==> config.mk <==
export PLATFORM = sky130hd
export DESIGN_NAME = prbs31_lfsr
export DESIGN_NICKNAME = d
export VERILOG_FILES = /design/src/rtl/prbs_pkg.sv /design/src/rtl/prbs31_lfsr.sv
export SDC_FILE = /design/constraint.sdc
export NUM_CORES = 1
export LEC_CHECK = 0
export CORE_ASPECT_RATIO = 0.75
export CORE_UTILIZATION = 48
export CTS_CLUSTER_DIAMETER = 150
export DETAILED_ROUTE_END_ITERATION = 10
export PLACE_DENSITY = 0.82
export SLEW_MARGIN = 20
export SYNTH_ARGS = -nofsm -noshare
export SYNTH_HDL_FRONTEND = slang
export SYNTH_SLANG_ARGS = --single-unit
==> constraint.sdc <==
create_clock -name clk -period 1.6 [get_ports clk]
set_clock_uncertainty 0.05 [all_clocks]
set_input_delay 0.32 -clock clk [delete_from_list [all_inputs] [get_ports clk]]
set_output_delay 0.32 -clock clk [all_outputs]
set_load 0.01 [all_outputs]
==> src/rtl/prbs_pkg.sv <==
// Shared PRBS31 (x^31 + x^28 + 1) definitions used by the generator and the checker.
package prbs_pkg;

    localparam int unsigned PRBS31_LEN = 31;
    localparam int unsigned TAP_A      = 30;
    localparam int unsigned TAP_B      = 27;

    typedef enum logic [1:0] {
        ACQUIRE,
        VERIFY,
        LOCKED
    } prbs_chk_state_t;

    // Next bit of the sequence given the last 31 bits, newest in s[0].
    function automatic logic prbs31_next(input logic [PRBS31_LEN-1:0] s);
        return s[TAP_A] ^ s[TAP_B];
    endfunction

endpackage

==> src/rtl/prbs31_lfsr.sv <==
// 31-bit PRBS shift register; each enabled edge shifts in either an external bit or its own
// feedback bit.
module prbs31_lfsr
    import prbs_pkg::*;
(
    input  logic                  clk,
    input  logic                  rst_n,
    input  logic                  en,
    input  logic                  sel_fb,
    input  logic                  bit_in,
    output logic [PRBS31_LEN-1:0] state,
    output logic                  pred
);

    logic [PRBS31_LEN-1:0] s_q, s_d;

    always_comb begin
        pred = prbs31_next(s_q);
        s_d  = s_q;
        if (en) begin
            s_d = {s_q[PRBS31_LEN-2:0], (sel_fb ? pred : bit_in)};
        end
    end

    always_ff @(posedge clk or negedge rst_n) begin
        if (!rst_n) begin
            s_q <= '0;
        end else begin
            s_q <= s_d;
        end
    end

    assign state = s_q;

endmodule

# Word-level counts from Yosys, hierarchy flattened

Index checks and enable logic that the tools add are counted.

Register bits after elaboration: 31

Muxes and demuxes: 1
Bitwise logic cells: 1

Operator list:

| operator      | number |
|---|---|
| $mux W1       | 1 |
| $xor A1 B1 Y1 | 1 |

# Logic depth before layout (Yosys ltp)

Gate-level depths: netlist of the first run.

Word-level depth: 2
Gate-level depth with buffers: 2
Mapped depth without buffers: 2

# Worst setup path after synthesis of the first run

OpenSTA, ideal clock, no wires.

Kind: register to output
Start point: register s_q[27], in the netlist state[27]
End point: output port pred
Arrival time: 0.705 ns
Required time: 1.230 ns
Setup slack: 0.525 ns
Cell stages (with the launch flop): 2
Path through: dfrtp_1 > xor2_1

Cells in the longest elaborated chain, start to end: 1

Ends and longest elaborated chain:

| item                     | RTL line          | source |
|---|---|---|
| start: declaration       | prbs31_lfsr.sv:15 | `logic [PRBS31_LEN-1:0] s_q, s_d;` |
| start signal: assignment | prbs31_lfsr.sv:27 | `s_q <= '0;` |
| start signal: assignment | prbs31_lfsr.sv:29 | `s_q <= s_d;` |
| $xor A1 B1 Y1            | prbs_pkg.sv:16    | `return s[TAP_A] ^ s[TAP_B];` |
| end: declaration         | prbs31_lfsr.sv:12 | `output logic pred` |

No other way between the ends.

# Final worst setup path of the first run

Start point: register s_q[27], in the netlist state[27]
End point: output port state[27]

RTL lines:

| item             | RTL line          | source |
|---|---|---|
| end: declaration | prbs31_lfsr.sv:11 | `output logic [PRBS31_LEN-1:0] state,` |

No word-level cell between the ends.

==> out/qor.json, run 1 <==
{
  "outcome": {"value": "completed"},
  "critPathArrivalTime": {"value": 1.17, "unit": "ns"},
  "syn-instance-count": {"value": 69},
  "cellPowerDensity": {"value": 1510, "unit": "mW/mm²"},
  "worstSetupStartpointType": {"value": "flop"},
  "synth_seq_area_share": {"value": 65.3, "unit": "%"},
  "post-dp-hpwl": {"value": 1.47, "unit": "mm"},
  "antenna_violating_nets_post_route": {"value": 0},
  "maxSlewViolCount": {"value": 0},
  "yosys.area.top_type": {"value": "sky130_fd_sc_hd__dfrtp_1"},
  "combined_buffer_and_inverter_count_along_the_critical_path": {"value": 2},
  "rsz0062_at_grt": {"value": "false"},
  "global_route_wire_length_before_repair": {"value": 3.32, "unit": "mm"},
  "worstPathCellList": {"value": "buf_4, dlygate4sd2_1"},
  "max_freq": {"value": 651, "unit": "MHz"},
  "num-nets-final": {"value": 119},
  "period_minus_slack": {"value": 1.54, "unit": "ns"},
  "rows": {"value": 15},
  "drv.max_cap_violation_count": {"value": 0},
  "post_drt_wl_per_cell": {"value": 14.0, "unit": "µm"},
  "gp_congestion": {"value": 0.654},
  "core_area": {"value": 0.00233, "unit": "mm²"},
  "transition_time_of_the_tightest_slew_check_pin": {"value": 0.374, "unit": "ns"},
  "post_synthesis_net_count": {"value": 74},
  "vias_per_cell": {"value": 4.88},
  "port-buffer-count": {"value": 36},
  "n_fill_cell": {"value": 193},
  "post_route_cells_drive_above_1_share": {"value": 38.9, "unit": "%"},
  "synthesis.yosys.warnings": {"value": 0},
  "antenna_found_initial": {"value": 0},
  "synthTopCellsByCount": {"value": "sky130_fd_sc_hd__dfrtp_1, sky130_fd_sc_hd__mux2_2, sky130_fd_sc_hd__buf_6"},
  "synth.area.top_cells": {"value": "sky130_fd_sc_hd__dfrtp_1, sky130_fd_sc_hd__mux2_2, sky130_fd_sc_hd__buf_6"},
  "synth_top_cell_area_share": {"value": 65.3, "unit": "%"},
  "post-route-drc-count": {"value": 0},
  "timing.final.hold_violations": {"value": 0},
  "ios": {"value": 37},
  "die_area": {"value": 0.00268, "unit": "mm²"},
  "cts_hold_buf": {"value": 0},
  "crit_type": {"value": "flop to primary output"},
  "largest_register_ff_count": {"value": 31},
  "slew-limit-headroom": {"value": 75.1, "unit": "%"},
  "min_path_type": {"value": "primary input to async pin"},
  "synth-edff-count": {"value": 0},
  "tritoncts": {"value": "built"},
  "synth-seq-cells": {"value": 31},
  "post-place-ws": {"value": -0.0855, "unit": "ns"},
  "setup_viol": {"value": 0},
  "post_syn_area": {"value": 0.00119, "unit": "mm²"},
  "layout_setup_ws": {"value": 0.0639, "unit": "ns"},
  "die_height": {"value": 45.1, "unit": "µm"},
  "synth-async-reset-ratio": {"value": 100, "unit": "%"},
  "via_count": {"value": 717},
  "clockBufferDepth": {"value": 2},
  "finalCritPeriodShare": {"value": 96.0, "unit": "%"},
  "drc_marker_count_from_the_first_detailed_route_iteration": {"value": 7},
  "worstPathRequired": {"value": 1.23, "unit": "ns"},
  "critical-path-max-stage-delay": {"value": 0.42, "unit": "ns"},
  "die_width": {"value": 59.5, "unit": "µm"},
  "largest_net_degree_at_the_start_of_global_routing": {"value": 32},
  "initial_core_utilization": {"value": 51.1, "unit": "%"},
  "cts_htree_levels": {"value": 2},
  "post_synth.cell_area_avg": {"value": 17.2, "unit": "µm²"},
  "layout_stage_area_growth_over_the_synthesis_result": {"value": 37.3, "unit": "%"},
  "cts.sink_count": {"value": 31},
  "grt_pass1_vias": {"value": 734},
  "clock_pin_slew_worst_setup_and_hold_paths": {"value": 0.09, "unit": "ns"},
  "timing.hold.ws": {"value": 0.341, "unit": "ns"},
  "antenna_fix_cells": {"value": 0},
  "clk_latency": {"value": 0.32, "unit": "ns"},
  "synth_top_flop_cell": {"value": "sky130_fd_sc_hd__dfrtp_1"},
  "synthDistinctLibCells": {"value": 8},
  "drtPass1Iterations": {"value": 4},
  "timing.critical_path.slowest_stage_cell": {"value": "sky130_fd_sc_hd__dfrtp_1"},
  "timing.critical_path.max_delay_family": {"value": "buffers and inverters"},
  "endpoint_kind": {"value": "primary output"},
  "globalRouteOverflowTotal": {"value": 0},
  "groute.usage.overall": {"value": 18.2, "unit": "%"},
  "tritoncts_buffers": {"value": 5},
  "totalWireLength": {"value": 2.06, "unit": "mm"},
  "ir_drop": {"value": 0.000851, "unit": "V"},
  "yosys.cell_count.top_type": {"value": "sky130_fd_sc_hd__dfrtp_1"},
  "root_buffer": {"value": "sky130_fd_sc_hd__clkbuf_4"},
  "timing.critical_path.fanout_max": {"value": 3},
  "p_leak": {"value": 0.897, "unit": "nW"}
}
## where the power goes
group | switching (mW) | total (mW) | internal, mW
Combinational | 0.337 | 0.837 | 0.500
Sequential | 0.189 | 1.23 | 1.04
Clock | 0.234 | 0.390 | 0.156
## cell usage in the layout (no fill, tap or decap)
| master | synthesis | layout |
|---|---|---|
| sky130_fd_sc_hd__dlygate4sd2_1 | 0 | 31 |
| sky130_fd_sc_hd__dfrtp_1 | 31 | 31 |
| sky130_fd_sc_hd__mux2_2 | 30 | 30 |
| sky130_fd_sc_hd__clkbuf_4 | 0 | 5 |
| sky130_fd_sc_hd__clkdlybuf4s50_1 | 0 | 4 |
| sky130_fd_sc_hd__buf_4 | 0 | 3 |
| sky130_fd_sc_hd__buf_12 | 0 | 2 |
| sky130_fd_sc_hd__xor2_2 | 0 | 1 |
| sky130_fd_sc_hd__and2_2 | 1 | 1 |
| sky130_fd_sc_hd__and3b_2 | 1 | 1 |
| sky130_fd_sc_hd__nor2b_1 | 1 | 1 |
| sky130_fd_sc_hd__a211o_1 | 1 | 1 |
| sky130_fd_sc_hd__clkbuf_1 | 0 | 1 |
| sky130_fd_sc_hd__clkdlybuf4s15_2 | 0 | 1 |
## path summary, 6_finish.rpt
check	start	endpoint	slack, ns	depth (start not counted)
max in group asynchronous	rst_n	state[16]	0.88	2
min reg2reg	state[2]	state[2]	0.48	1
max reg2reg	state[27]	state[0]	0.45	3
max	state[27]	state[27]	0.06	2
min	rst_n	state[6]	0.34	2
min in group clk	state[2]	state[2]	0.48	1
## per-stage QoR
step / power, mW / util, % / cells / instance area [µm²] / TNS (ns)
6_report: 2.46 / 70.1 / 147 / 1630 / 0
3_5_place_dp: 2.28 / 69.3 / 140 / 1610 / -1.69
3_3_place_gp: 2.24 / 69.3 / 140 / 1610 / -0.494
4_1_cts: 2.50 / 69.8 / 146 / 1620 / 0
2_1_floorplan: 1.62 / - / 69 / 1190 / 0
5_1_grt: 2.63 / 70.1 / 147 / 1630 / 0
## area by class of cell
type                            instances  area (µm²)  share of cell area (%)
Sequential cell                        31         776                    47.5
Multi-Input combinational cell         35         387                    23.7
Timing Repair Buffer                   41         385                    23.6
Tap cell                               34        42.5                    2.61
Clock buffer                            6        41.3                    2.53
## cells by family (layout without fill, tap and decap cells)
group	Yosys count	in the layout	share of synthesized area (%)
AO/OA/AOI/OAI	1	1	0.737
XOR/XNOR	1	1	0.737
buffers and inverters	3	47	2.84
flip-flops	31	31	65.3
multiplexers	30	30	28.4
AND/OR/NAND/NOR	3	3	2.00
## routing by layer
| metal | global-route usage, % | part of all wire [%] | vias up |
|---|---|---|---|
| li1 | - | - | 334 |
| met1 | 20.8 | 42 | 354 |
| met2 | 29.9 | 51 | 25 |
| met3 | 6.02 | 5.6 | 4 |
| met4 | 11.4 | 1.1 | 0 |
| met5 | 0 | 0 | - |
## worst reg2reg max path, cell delays in order, from the launching register on
cell and delay (ns):
sky130_fd_sc_hd__dfrtp_1 0.42, sky130_fd_sc_hd__xor2_2 0.19, sky130_fd_sc_hd__buf_4 0.14, sky130_fd_sc_hd__a211o_1 0.25
## timing repair
| item | 4_1_cts | 5_1_grt |
|---|---|---|
| buffers inserted | 0 | 1 |
| endpoints found under the setup margin | 32 | 1 |
| resized for setup | 35 | 0 |
| pin swaps | 1 | 1 |
Power figures use the tool's default switching activity.
==> run 2: changes to the inputs <==
--- a/config.mk
+++ b/config.mk
@@ -6,4 +6,5 @@
 export NUM_CORES = 1
 export LEC_CHECK = 0
+export CAP_MARGIN = 20
 export CORE_ASPECT_RATIO = 0.75
 export CORE_UTILIZATION = 48
--- a/constraint.sdc
+++ b/constraint.sdc
@@ -3,3 +3,3 @@
 set_input_delay 0.32 -clock clk [delete_from_list [all_inputs] [get_ports clk]]
 set_output_delay 0.32 -clock clk [all_outputs]
-set_load 0.01 [all_outputs]
+set_load 0.02 [all_outputs]
==> run 2 against run 1 <==
Power increased by 10%. Sequential share of layout area barely moved. Setup slack got worse by 0.0093 ns. Wire length fell by 2.2%. Sequential power barely moved. Combinational power is 23% higher. Register-to-register slack gained 0.04 ns. Sequential cell count unchanged. Hold slack worse by 0.0082 ns. Clock power grew 15%. Critical path depth unchanged. Fmax is 0.60% lower.
==> out/qor.json, run 2 (synthesis gave the netlist of run 1 again) <==
{
  "port-buffer-count": {"value": 36, "change": "unchanged"},
  "timing.critical_path.fanout_max": {"value": 3, "change": "unchanged"},
  "max_freq": {"value": 647, "unit": "MHz", "change": "-0.60%"},
  "use_met3": {"value": 7.74, "unit": "%", "change": "+1.7 points"},
  "maxSlewViolCount": {"value": 0, "change": "unchanged"},
  "clock_power_share": {"value": 16.5, "unit": "%", "change": "+0.7 points"},
  "n_fill_cell": {"value": 188, "change": "-2.6%"},
  "endpoint_kind": {"value": "primary output"},
  "slew-limit-headroom": {"value": 74.9, "unit": "%", "change": "-0.19 points"},
  "drv.max_cap_violation_count": {"value": 0, "change": "unchanged"},
  "timing.critical_path.slowest_stage_cell": {"value": "sky130_fd_sc_hd__dfrtp_1"},
  "clockBufferDepth": {"value": 2, "change": "unchanged"},
  "layout.area.seq": {"value": 776, "unit": "µm²", "change": "unchanged"},
  "outcome": {"value": "completed"},
  "critical-path-max-stage-delay": {"value": 0.40, "unit": "ns", "change": "-0.02 ns"},
  "p_leak": {"value": 0.909, "unit": "nW", "change": "+1.3%"},
  "post-route-drc-count": {"value": 0, "change": "unchanged"},
  "transition_time_of_the_tightest_slew_check_pin": {"value": 0.377, "unit": "ns", "change": "+0.00286 ns"},
  "drc_marker_count_from_the_first_detailed_route_iteration": {"value": 9, "change": "+2"},
  "initial_core_utilization": {"value": 51.1, "unit": "%", "change": "unchanged"},
  "cts.sink_count": {"value": 31, "change": "unchanged"},
  "num-nets-final": {"value": 119, "change": "unchanged"},
  "largest_register_ff_count": {"value": 31, "change": "unchanged"},
  "post-place-ws": {"value": -0.0675, "unit": "ns", "change": "+0.0180 ns"},
  "rsz0062_at_grt": {"value": "false"},
  "m1_gr_usage": {"value": 23.0, "unit": "%", "change": "+2.2 points"},
  "antenna_fix_cells": {"value": 0, "change": "unchanged"},
  "worst_flop_to_flop_path_startpoint": {"value": "state[27]"},
  "final_cell_mix": {"value": "sky130_fd_sc_hd__dlygate4sd2_1, sky130_fd_sc_hd__dfrtp_1, sky130_fd_sc_hd__mux2_2, sky130_fd_sc_hd__clkbuf_4, sky130_fd_sc_hd__clkdlybuf4s50_1"},
  "ios": {"value": 37, "change": "unchanged"},
  "cts_hold_buf": {"value": 0, "change": "unchanged"},
  "critPathArrivalTime": {"value": 1.18, "unit": "ns", "change": "about the same"},
  "totalWireLength": {"value": 2.01, "unit": "mm", "change": "-2.2%"},
  "gp_congestion": {"value": 0.654, "change": "unchanged"},
  "finalCritPeriodShare": {"value": 96.6, "unit": "%", "change": "+0.58 points"},
  "p_total": {"value": 2.72, "unit": "mW", "change": "+10%"},
  "switching_part_of_the_total_power": {"value": 36.0, "unit": "%", "change": "+5.1 points"},
  "p_seq_share": {"value": 45.4, "unit": "%", "change": "-4.7 points"},
  "globalRouteOverflowTotal": {"value": 0, "change": "unchanged"},
  "timing.final.hold_violations": {"value": 0, "change": "unchanged"},
  "worstSetupStartpointType": {"value": "flop"},
  "worstRegToRegCells": {"value": 3, "change": "unchanged"},
  "worst-r2r-setup-slack": {"value": 0.49, "unit": "ns", "change": "+0.04 ns"},
  "post-dp-hpwl": {"value": 1.43, "unit": "mm", "change": "-2.8%"},
  "power.combinational.fraction": {"value": 38.1, "unit": "%", "change": "+4.1 points"},
  "drtPass1Iterations": {"value": 4, "change": "unchanged"},
  "groute.usage.overall": {"value": 18.1, "unit": "%", "change": "-0.092 points"},
  "antenna_found_initial": {"value": 0, "change": "unchanged"},
  "power_switching": {"value": 978, "unit": "µW", "change": "+29%"},
  "setup_viol": {"value": 0, "change": "unchanged"},
  "grt_pass1_vias": {"value": 703, "change": "-4.2%"},
  "core_area": {"value": 0.00233, "unit": "mm²", "change": "unchanged"},
  "layout_setup_ws": {"value": 0.0545, "unit": "ns", "change": "-0.00934 ns"},
  "tritoncts_buffers": {"value": 5, "change": "unchanged"},
  "clock_pin_slew_worst_setup_and_hold_paths": {"value": 0.09, "unit": "ns", "change": "about the same"},
  "period_minus_slack": {"value": 1.55, "unit": "ns", "change": "+0.00934 ns"},
  "antenna_violating_nets_post_route": {"value": 0, "change": "unchanged"},
  "post_cts_resize_count": {"value": 35, "change": "unchanged"},
  "post_drt_wl_per_cell": {"value": 13.6, "unit": "µm", "change": "-2.9%"},
  "worstPathCellList": {"value": "buf_4, dlygate4sd2_1"},
  "min_path_type": {"value": "primary input to async pin"},
  "finish.cell_count_without_fillers": {"value": 148, "change": "+0.68%"},
  "die_width": {"value": 59.5, "unit": "µm", "change": "unchanged"},
  "crit_type": {"value": "flop to primary output"},
  "ir_drop": {"value": 0.00100, "unit": "V", "change": "+18%"},
  "root_buffer": {"value": "sky130_fd_sc_hd__clkbuf_4"},
  "vias_per_cell": {"value": 4.94, "change": "+1.3%"},
  "clk_latency": {"value": 0.32, "unit": "ns", "change": "about the same"},
  "tns": {"value": 0, "unit": "ns", "change": "unchanged"},
  "cellPowerDensity": {"value": 1660, "unit": "mW/mm²", "change": "+10%"},
  "internal_power": {"value": 1.74, "unit": "mW", "change": "+2.2%"},
  "die_area": {"value": 0.00268, "unit": "mm²", "change": "unchanged"},
  "multi_input_comb_area": {"value": 379, "unit": "µm²", "change": "-1.9%"},
  "post_route_cells_drive_above_1_share": {"value": 39.5, "unit": "%", "change": "+0.54 points"},
  "placed_cells_incl_taps": {"value": 141, "change": "+0.71%"},
  "worstPathRequired": {"value": 1.23, "unit": "ns", "change": "about the same"},
  "grtUsageMet2": {"value": 26.3, "unit": "%", "change": "-3.6 points"},
  "global_route_wire_length_before_repair": {"value": 3.30, "unit": "mm", "change": "-0.60%"},
  "tritoncts": {"value": "built"},
  "largest_net_degree_at_the_start_of_global_routing": {"value": 32, "change": "unchanged"},
  "die_height": {"value": 45.1, "unit": "µm", "change": "unchanged"},
  "layout_stage_area_growth_over_the_synthesis_result": {"value": 37.4, "unit": "%", "change": "about the same"},
  "post_cts.repair.setup_buffers": {"value": 0, "change": "unchanged"},
  "cts_htree_levels": {"value": 2, "change": "unchanged"},
  "r2r_end": {"value": "state[0]"},
  "gr-max-usage-layer": {"value": "met2"},
  "via_count": {"value": 731, "change": "+2.0%"},
  "rows": {"value": 15, "change": "unchanged"}
}
[run 2: layout make-up]
class                   count  share of cell area [%]
multi-input cells          35                    23.2
flip-flops and latches     31                    47.5
repair buffers             41                    23.2
clock buffers               6                    3.14
well taps                  34                    2.61
clock inverters             1                   0.307
[run 2: per-stage QoR]
step,instance area (µm²),hold slack [ns],utilization [%]
global route,1630,0.335,70.2
detailed placement,1620,0.467,69.6
global placement,1620,0.459,69.6
CTS,1630,0.324,70.2
floorplan,1190,-0.0256,-
finish,1630,0.333,70.2
[run 2: worst max-delay path by stage]
stage / startpoint / end / slack, ns / cells after the start
2_1_floorplan: state[27] / pred / 0.33 / 1
3_3_place_gp: en / state[11] / -0.03 / 3
3_5_place_dp: en / state[15] / -0.07 / 3
4_1_cts: state[27] / state[27] / 0.02 / 2
5_1_grt: state[27] / state[27] / 0.01 / 2
6_report: state[27] / state[27] / 0.05 / 2
[run 2: worst max-delay path, delay by kind of cell, from the launching register on]
kind                   cells  cell delay (ns)
DFF                        1             0.40
buffers and inverters      2             0.45
[run 2: layer usage]
metal | wire length (µm) | vias to the layer above
li1 | - | 334
met2 | 929 | 29
met5 | 0 | -
met4 | 42 | 0
met1 | 920 | 364
met3 | 119 | 4
[run 2: power groups by stage]
stage / Clock (mW) / Combinational [mW] / Sequential [mW]
3_3_place_gp: 0 / 1.22 / 1.24
5_1_grt: 0.496 / 1.11 / 1.28
3_5_place_dp: 0 / 1.24 / 1.26
4_1_cts: 0.468 / 1.05 / 1.24
2_1_floorplan: 0 / 0.281 / 1.54
6_report: 0.448 / 1.03 / 1.23
